**src/rtl/ls194_pkg.sv**
```systemverilog
// Shared mode codes and sequencer states for the LS194 feeder.
package ls194_pkg;

  localparam logic [1:0] MODE_HOLD = 2'b00;
  localparam logic [1:0] MODE_SR   = 2'b01;
  localparam logic [1:0] MODE_SL   = 2'b10;
  localparam logic [1:0] MODE_LOAD = 2'b11;

  typedef enum logic [1:0] {
    IDLE  = 2'd0,
    SHIFT = 2'd1,
    DONE  = 2'd2
  } state_t;

  // Shift code for a transfer direction (0 = right via SR, 1 = left via SL).
  function automatic logic [1:0] shift_mode(input logic left);
    return left ? MODE_SL : MODE_SR;
  endfunction

endpackage

```
**src/rtl/ls194_bit_timer.sv**
```systemverilog
// Bit-period down-counter: flags the last cycle of each bit period, both for the
// current cycle and for the cycle after the coming edge.
module ls194_bit_timer #(
  parameter int unsigned BIT_CYCLES = 1
) (
  input  logic clk,
  input  logic rst_n,
  input  logic load,
  input  logic step,
  output logic last_c,
  output logic last_nxt_c
);

  if (BIT_CYCLES == 1) begin : g_tie
    logic unused_tie;
    assign unused_tie = &{1'b0, clk, rst_n, load, step};
    assign last_c     = 1'b1;
    assign last_nxt_c = 1'b1;
  end else begin : g_cnt
    localparam int unsigned CW  = $clog2(BIT_CYCLES);
    localparam logic [CW-1:0] TOP = CW'(BIT_CYCLES - 1);

    logic [CW-1:0] cnt_q, cnt_d;

    // Reload on accept and at each period end; otherwise count down while stepping.
    always_comb begin
      cnt_d = cnt_q;
      if (load) begin
        cnt_d = TOP;
      end else if (step) begin
        cnt_d = (cnt_q == '0) ? TOP : cnt_q - CW'(1);
      end
    end

    always_ff @(posedge clk or negedge rst_n) begin
      if (!rst_n) begin
        cnt_q <= '0;
      end else begin
        cnt_q <= cnt_d;
      end
    end

    assign last_c     = (cnt_q == '0);
    assign last_nxt_c = (cnt_d == '0);
  end

endmodule

```
**src/rtl/ls194_feeder.sv**
```systemverilog
// Serialises a parallel word into an SN74LS194 chain by driving S1/S0 and SR/SL,
// one bit per BIT_CYCLES clocks, with a start/ready handshake and a done pulse.
module ls194_feeder
  import ls194_pkg::*;
#(
  parameter int unsigned WIDTH      = 4,
  parameter int unsigned BIT_CYCLES = 1
) (
  input  logic             clk,
  input  logic             CR,
  input  logic             start,
  input  logic [WIDTH-1:0] din,
  input  logic             dir,
  output logic             ready,
  output logic             S1,
  output logic             S0,
  output logic             SR,
  output logic             SL,
  output logic             done
);

  localparam int unsigned BCW = $clog2(WIDTH + 1);

  state_t           state_q, state_d;
  logic [WIDTH-1:0] shreg_q, shreg_d;
  logic             dirq_q, dirq_d;
  logic [BCW-1:0]   bitcnt_q, bitcnt_d;
  logic [1:0]       mode_q, mode_d;
  logic             sr_q, sr_d, sl_q, sl_d;
  logic             ready_q, ready_d, done_q, done_d;
  logic             cur_bit;
  logic             t_load, t_step, last_c, last_nxt_c;

  assign t_load = (state_q == IDLE) && start;
  assign t_step = (state_q == SHIFT);

  ls194_bit_timer #(.BIT_CYCLES(BIT_CYCLES)) u_timer (
    .clk        (clk),
    .rst_n      (CR),
    .load       (t_load),
    .step       (t_step),
    .last_c     (last_c),
    .last_nxt_c (last_nxt_c)
  );

  // Next state plus next values of every registered output.
  always_comb begin
    state_d  = state_q;
    shreg_d  = shreg_q;
    dirq_d   = dirq_q;
    bitcnt_d = bitcnt_q;
    mode_d   = MODE_HOLD;
    sr_d     = 1'b0;
    sl_d     = 1'b0;
    ready_d  = 1'b0;
    done_d   = 1'b0;
    cur_bit  = 1'b0;

    unique case (state_q)
      IDLE: begin
        ready_d = 1'b1;
        if (start) begin
          shreg_d  = din;
          dirq_d   = dir;
          bitcnt_d = BCW'(WIDTH);
          ready_d  = 1'b0;
          state_d  = SHIFT;
        end
      end
      SHIFT: begin
        if (last_c) begin
          shreg_d  = dirq_q ? (shreg_q << 1) : (shreg_q >> 1);
          bitcnt_d = bitcnt_q - BCW'(1);
          if (bitcnt_q == BCW'(1)) begin
            state_d = DONE;
            done_d  = 1'b1;
          end
        end
      end
      DONE: begin
        state_d = IDLE;
        ready_d = 1'b1;
      end
      default: state_d = IDLE;
    endcase

    // The bit on the serial pin is always the shreg end facing the chain.
    if (state_d == SHIFT) begin
      cur_bit = dirq_d ? shreg_d[WIDTH-1] : shreg_d[0];
      sr_d    = ~dirq_d & cur_bit;
      sl_d    = dirq_d & cur_bit;
      if (last_nxt_c) begin
        mode_d = shift_mode(dirq_d);
      end
    end
  end

  always_ff @(posedge clk or negedge CR) begin
    if (!CR) begin
      state_q  <= IDLE;
      shreg_q  <= '0;
      dirq_q   <= 1'b0;
      bitcnt_q <= '0;
      mode_q   <= MODE_HOLD;
      sr_q     <= 1'b0;
      sl_q     <= 1'b0;
      ready_q  <= 1'b1;
      done_q   <= 1'b0;
    end else begin
      state_q  <= state_d;
      shreg_q  <= shreg_d;
      dirq_q   <= dirq_d;
      bitcnt_q <= bitcnt_d;
      mode_q   <= mode_d;
      sr_q     <= sr_d;
      sl_q     <= sl_d;
      ready_q  <= ready_d;
      done_q   <= done_d;
    end
  end

  assign ready = ready_q;
  assign S1    = mode_q[1];
  assign S0    = mode_q[0];
  assign SR    = sr_q;
  assign SL    = sl_q;
  assign done  = done_q;

endmodule

```
**config.mk**
```make
export PLATFORM = sky130hd
export DESIGN_NAME = ls194_feeder
export DESIGN_NICKNAME = d
export VERILOG_FILES = /design/src/rtl/ls194_pkg.sv /design/src/rtl/ls194_bit_timer.sv /design/src/rtl/ls194_feeder.sv
export SDC_FILE = /design/constraint.sdc
export NUM_CORES = 1
export LEC_CHECK = 0
export BUFFER_PORTS_ARGS = -buffer_cell sky130_fd_sc_hd__clkbuf_2
export CORE_ASPECT_RATIO = 0.6
export CORE_MARGIN = 2
export CORE_UTILIZATION = 30
export CTS_CLUSTER_SIZE = 10
export DETAILED_ROUTE_END_ITERATION = 10
export HOLD_SLACK_MARGIN = 0.06
export PLACE_DENSITY_LB_ADDON = 0.15
export SYNTH_ARGS = -nofsm -noshare
export SYNTH_HDL_FRONTEND = slang
export SYNTH_HIERARCHICAL = 1
export SYNTH_SLANG_ARGS = --single-unit
```
**constraint.sdc**
```tcl
create_clock -name clk -period 4.5 [get_ports clk]
set_clock_uncertainty 0.05 [all_clocks]
set_input_delay 0.675 -clock clk [delete_from_list [all_inputs] [get_ports clk]]
set_output_delay 0.675 -clock clk [all_outputs]
set_load 0.05 [all_outputs]
```
# Yosys cells after proc, flatten, opt, wreduce, memory -nomap -nowiden
# Index checks and enable logic that the tools add are counted.
# totals
input_bits,8
elab_cells,41
reg_bits,16
# classes
bitwise_logic,3
reduce_logical,3
n_eq_ne,5
mux,19
add_sub_neg,1
# ops
cell,count
1-bit two-way mux,8
2-bit two-way mux,4
4-bit two-way mux,2
4-bit case mux with 2 select lines,1
3-bit case mux with 2 select lines,1
2-bit by 1-bit == test with 1-bit output (second input constant),2
2-bit case mux with 2 select lines,1
3-bit by 1-bit == test with 1-bit output (second input constant),1
3-bit two-way mux,1
3-bit by 1-bit subtractor with 3-bit output (second input constant),1
1-bit bitwise AND,2
2-bit == test (second input constant),1
2-bit zero test,1
2-bit != test (second input constant),1
1-bit case mux with 2 select lines,1
2-bit AND reduction,1
2-bit nonzero test,1
1-bit NOT,1

# Logic depth before layout (Yosys ltp)
# depth
word_depth,5
ltp_mapped,5
mapped_depth_nobuf,5

# Hierarchy
# Netlist, hierarchy kept.
# modules_own_cells
module,seq_area_each_um2,area_per_inst_um2,cells_each,instances
ls194_feeder,401.6,701.9,59,1
ls194_bit_timer,0.0,18.8,3,1

# Worst setup path after synthesis
# OpenSTA, ideal clock, no wires.
# synth_timing
path_kind,input to register
start,in start
end,reg sr_q (netlist: SR)
setup_time_ps,87
arrival_ps,1670
cell_stages,5
n_path_buf,0
path_slack_ps,2693
required_time_ps,4363
path_cell_list,or3b_4 inv_6 mux2i_2 inv_2 a211oi_2
# synth_between
elab_chain_cells,5
# synth_lines
element,line,source
from (decl),ls194_feeder.sv:11,"input logic start,"
1-bit two-way mux (*),ls194_feeder.sv:62,if (start) begin
1-bit two-way mux (*),ls194_feeder.sv:59,unique case (state_q)
via dirq_d,ls194_feeder.sv:26,"logic dirq_q, dirq_d;"
1-bit two-way mux or 1-bit NOT (tied branches),"ls194_feeder.sv:89, ls194_feeder.sv:90",
1-bit bitwise AND (*),ls194_feeder.sv:90,sr_d = ~dirq_d & cur_bit;
1-bit two-way mux (*),ls194_feeder.sv:88,if (state_d == SHIFT) begin
via sr_d,ls194_feeder.sv:29,"logic sr_q, sr_d, sl_q, sl_d;"
to (signal assigned),ls194_feeder.sv:115,sr_q <= sr_d;
to (decl),ls194_feeder.sv:29,
# Mark *: on every way through the listed nets, which the timed path passes. The rest lies on a longest branch. The select of a mux whose other input is x is not followed.
# A chain may end at the register's enable or synchronous reset.

# Final worst setup path
# Same ends and word-level chain as after synthesis.

==> out/metrics.cfg <==
[outcome]
run_status=finished clean

[sta]
worst_slew_pin_slew_ns=0.544
setup_slack_ns=2.74
rsz0062_at_grt=no
hold_violations=0
report.final.slew_viol_count=0
min_period_over_period=0.392
clock.fmax_mhz=567
min_period_ns=1.76
final-setup-viol-count=0
setup-tns-final_ns=0
slew_limit_headroom=0.636

[cells_and_area]
final_cells=107
final.fill_count=231
share_of_cells_above_drive_strength_1=0.312
final_common_cell=sky130_fd_sc_hd__dfrtp_1
layout_common_cells=15 x sky130_fd_sc_hd__dfrtp_1, 13 x sky130_fd_sc_hd__clkbuf_2, 6 x sky130_fd_sc_hd__inv_1
n_antenna_cell=0
synthToLayoutAreaGrowth_pct=20.5
finish.net_count=88

[routing]
detailroute.via_count=505
detail_route.drc_violations=0
antenna_violating_nets_post_route=0
detail_route.wirelength_um=1360
drt_pre_antenna_iters=4
drt_first_iter_violations=10
avgRoutedWirePerCell_um=12.7
vias_per_cell=4.72

[hold_path]
worstHoldPathType=in2async

[clock_network]
clk_root_buffer_cell=sky130_fd_sc_hd__clkbuf_8
ctsResizeCount=0
tritoncts=done
cts-htree-levels=1
clockBufferDepth=2
cts.sinks=16
cts.repair_timing.setup_buffer_count=0
cts_hold_repair.buffers=0
worst_setup_hold_path_clk_slew_ns=0.06
insertion_delay_ns=0.25
numCtsBuffers=3

[power]
power-per-cell-area_nw_per_um2=708
vdd_ir_drop_max_mv=0.372
p_leak_uw=0.000424

[synthesis]
synth_cells=61
yosysWarnings=6
netlist_area_sq_um=714
avgSynthCellArea_sq_um=11.7

[critical_path]
critical_path.max_fanout=6
worstSetupPathType=in2reg
timing.reg2reg.worst_path_depth=5
r2r_path_start=state_q[0]$_DFF_PN0_
regToRegEndpoint=SR$_DFF_PN0_
critPathCaptureType=flip-flop
timing.critical_path.required_ns=4.61
timing.critical_path.from_type=primary input
r2r_setup_slack_ns=2.83
cp.arrival_ns=1.88

[die]
core_area_sq_um=2210
std_cell_rows=13
die_width_um=67
dieArea_sq_um=2800
ios=14
starting_density_of_the_core=0.323
chipHeight_um=41.8

[global_routing]
antenna_found_initial=0
number_of_global_route_vias_before_repair=524
grt_usage=0.118
pin_count_of_the_biggest_net_entering_global_routing=17
grt_pass1_wl_um=2380
grt-ovfl-total=0

[job]
cap_violations=0

[placed_design]
gp_congestion=0.695
dp_slack_ns=2.49
placement.io_buffers=13
dp.final_hpwl_um=991
place_inst=103

## sequential cells by signal, summed over array words and instances (netlist names)
register / flops
ready: 1
done: 1
shreg_q: 4
SL: 1
dirq_q: 1
state_q: 2
SR: 1
mode_q: 2
bitcnt_q: 3
## metal layers
| metal | vias up | GRT usage | wire length (um) |
|---|---|---|---|
| li1 | 246 | - | - |
| met1 | 247 | 0.164 | 699 |
| met2 | 12 | 0.150 | 556 |
| met3 | 0 | 0.0678 | 100 |
| met4 | 0 | 0.0367 | 0 |
| met5 | - | 0 | 0 |
## stage by stage
| stage | util | hold WS (ns) | instance area (sq um) | power [uW] |
|---|---|---|---|---|
| floorplan | - | 0.329 | 718 | 428 |
| global placement | 0.364 | 0.420 | 806 | 488 |
| detailed placement | 0.364 | 0.431 | 806 | 487 |
| CTS | 0.389 | 0.296 | 861 | 617 |
| global route | 0.389 | 0.314 | 861 | 658 |
| finish | 0.389 | 0.290 | 861 | 609 |
## critical path, stage by stage
cell and delay (ns):
sky130_fd_sc_hd__clkbuf_2 0.10, sky130_fd_sc_hd__or3b_4 0.43, sky130_fd_sc_hd__inv_6 0.09, sky130_fd_sc_hd__mux2i_2 0.29
sky130_fd_sc_hd__inv_2 0.08, sky130_fd_sc_hd__a211oi_2 0.19
## how the worst max path moves through the flow
stage	depth (start not counted)	from	end
finish	6	start	SR$_DFF_PN0_
global route	6	start	SR$_DFF_PN0_
CTS	6	start	SR$_DFF_PN0_
detailed placement	6	start	SR$_DFF_PN0_
global placement	6	start	SR$_DFF_PN0_
floorplan	5	start	SR$_DFF_PN0_
## power by group
group          switching (uW)  internal (uW)  total [uW]
Sequential               40.9            200         241
Clock                    49.7           77.6         127
Combinational             158           83.2         241
Total                     248            361         609
## final cells by class
class,count,area [sq um],area share
multi-input cells,36,267,0.310
well taps,30,37.5,0.0436
clock buffers,4,55.1,0.0640
flip-flops and latches,16,402,0.467
repair buffers,13,65.1,0.0756
inverters,8,35.0,0.0407
Note: power is estimated with default switching activity, not from simulation.
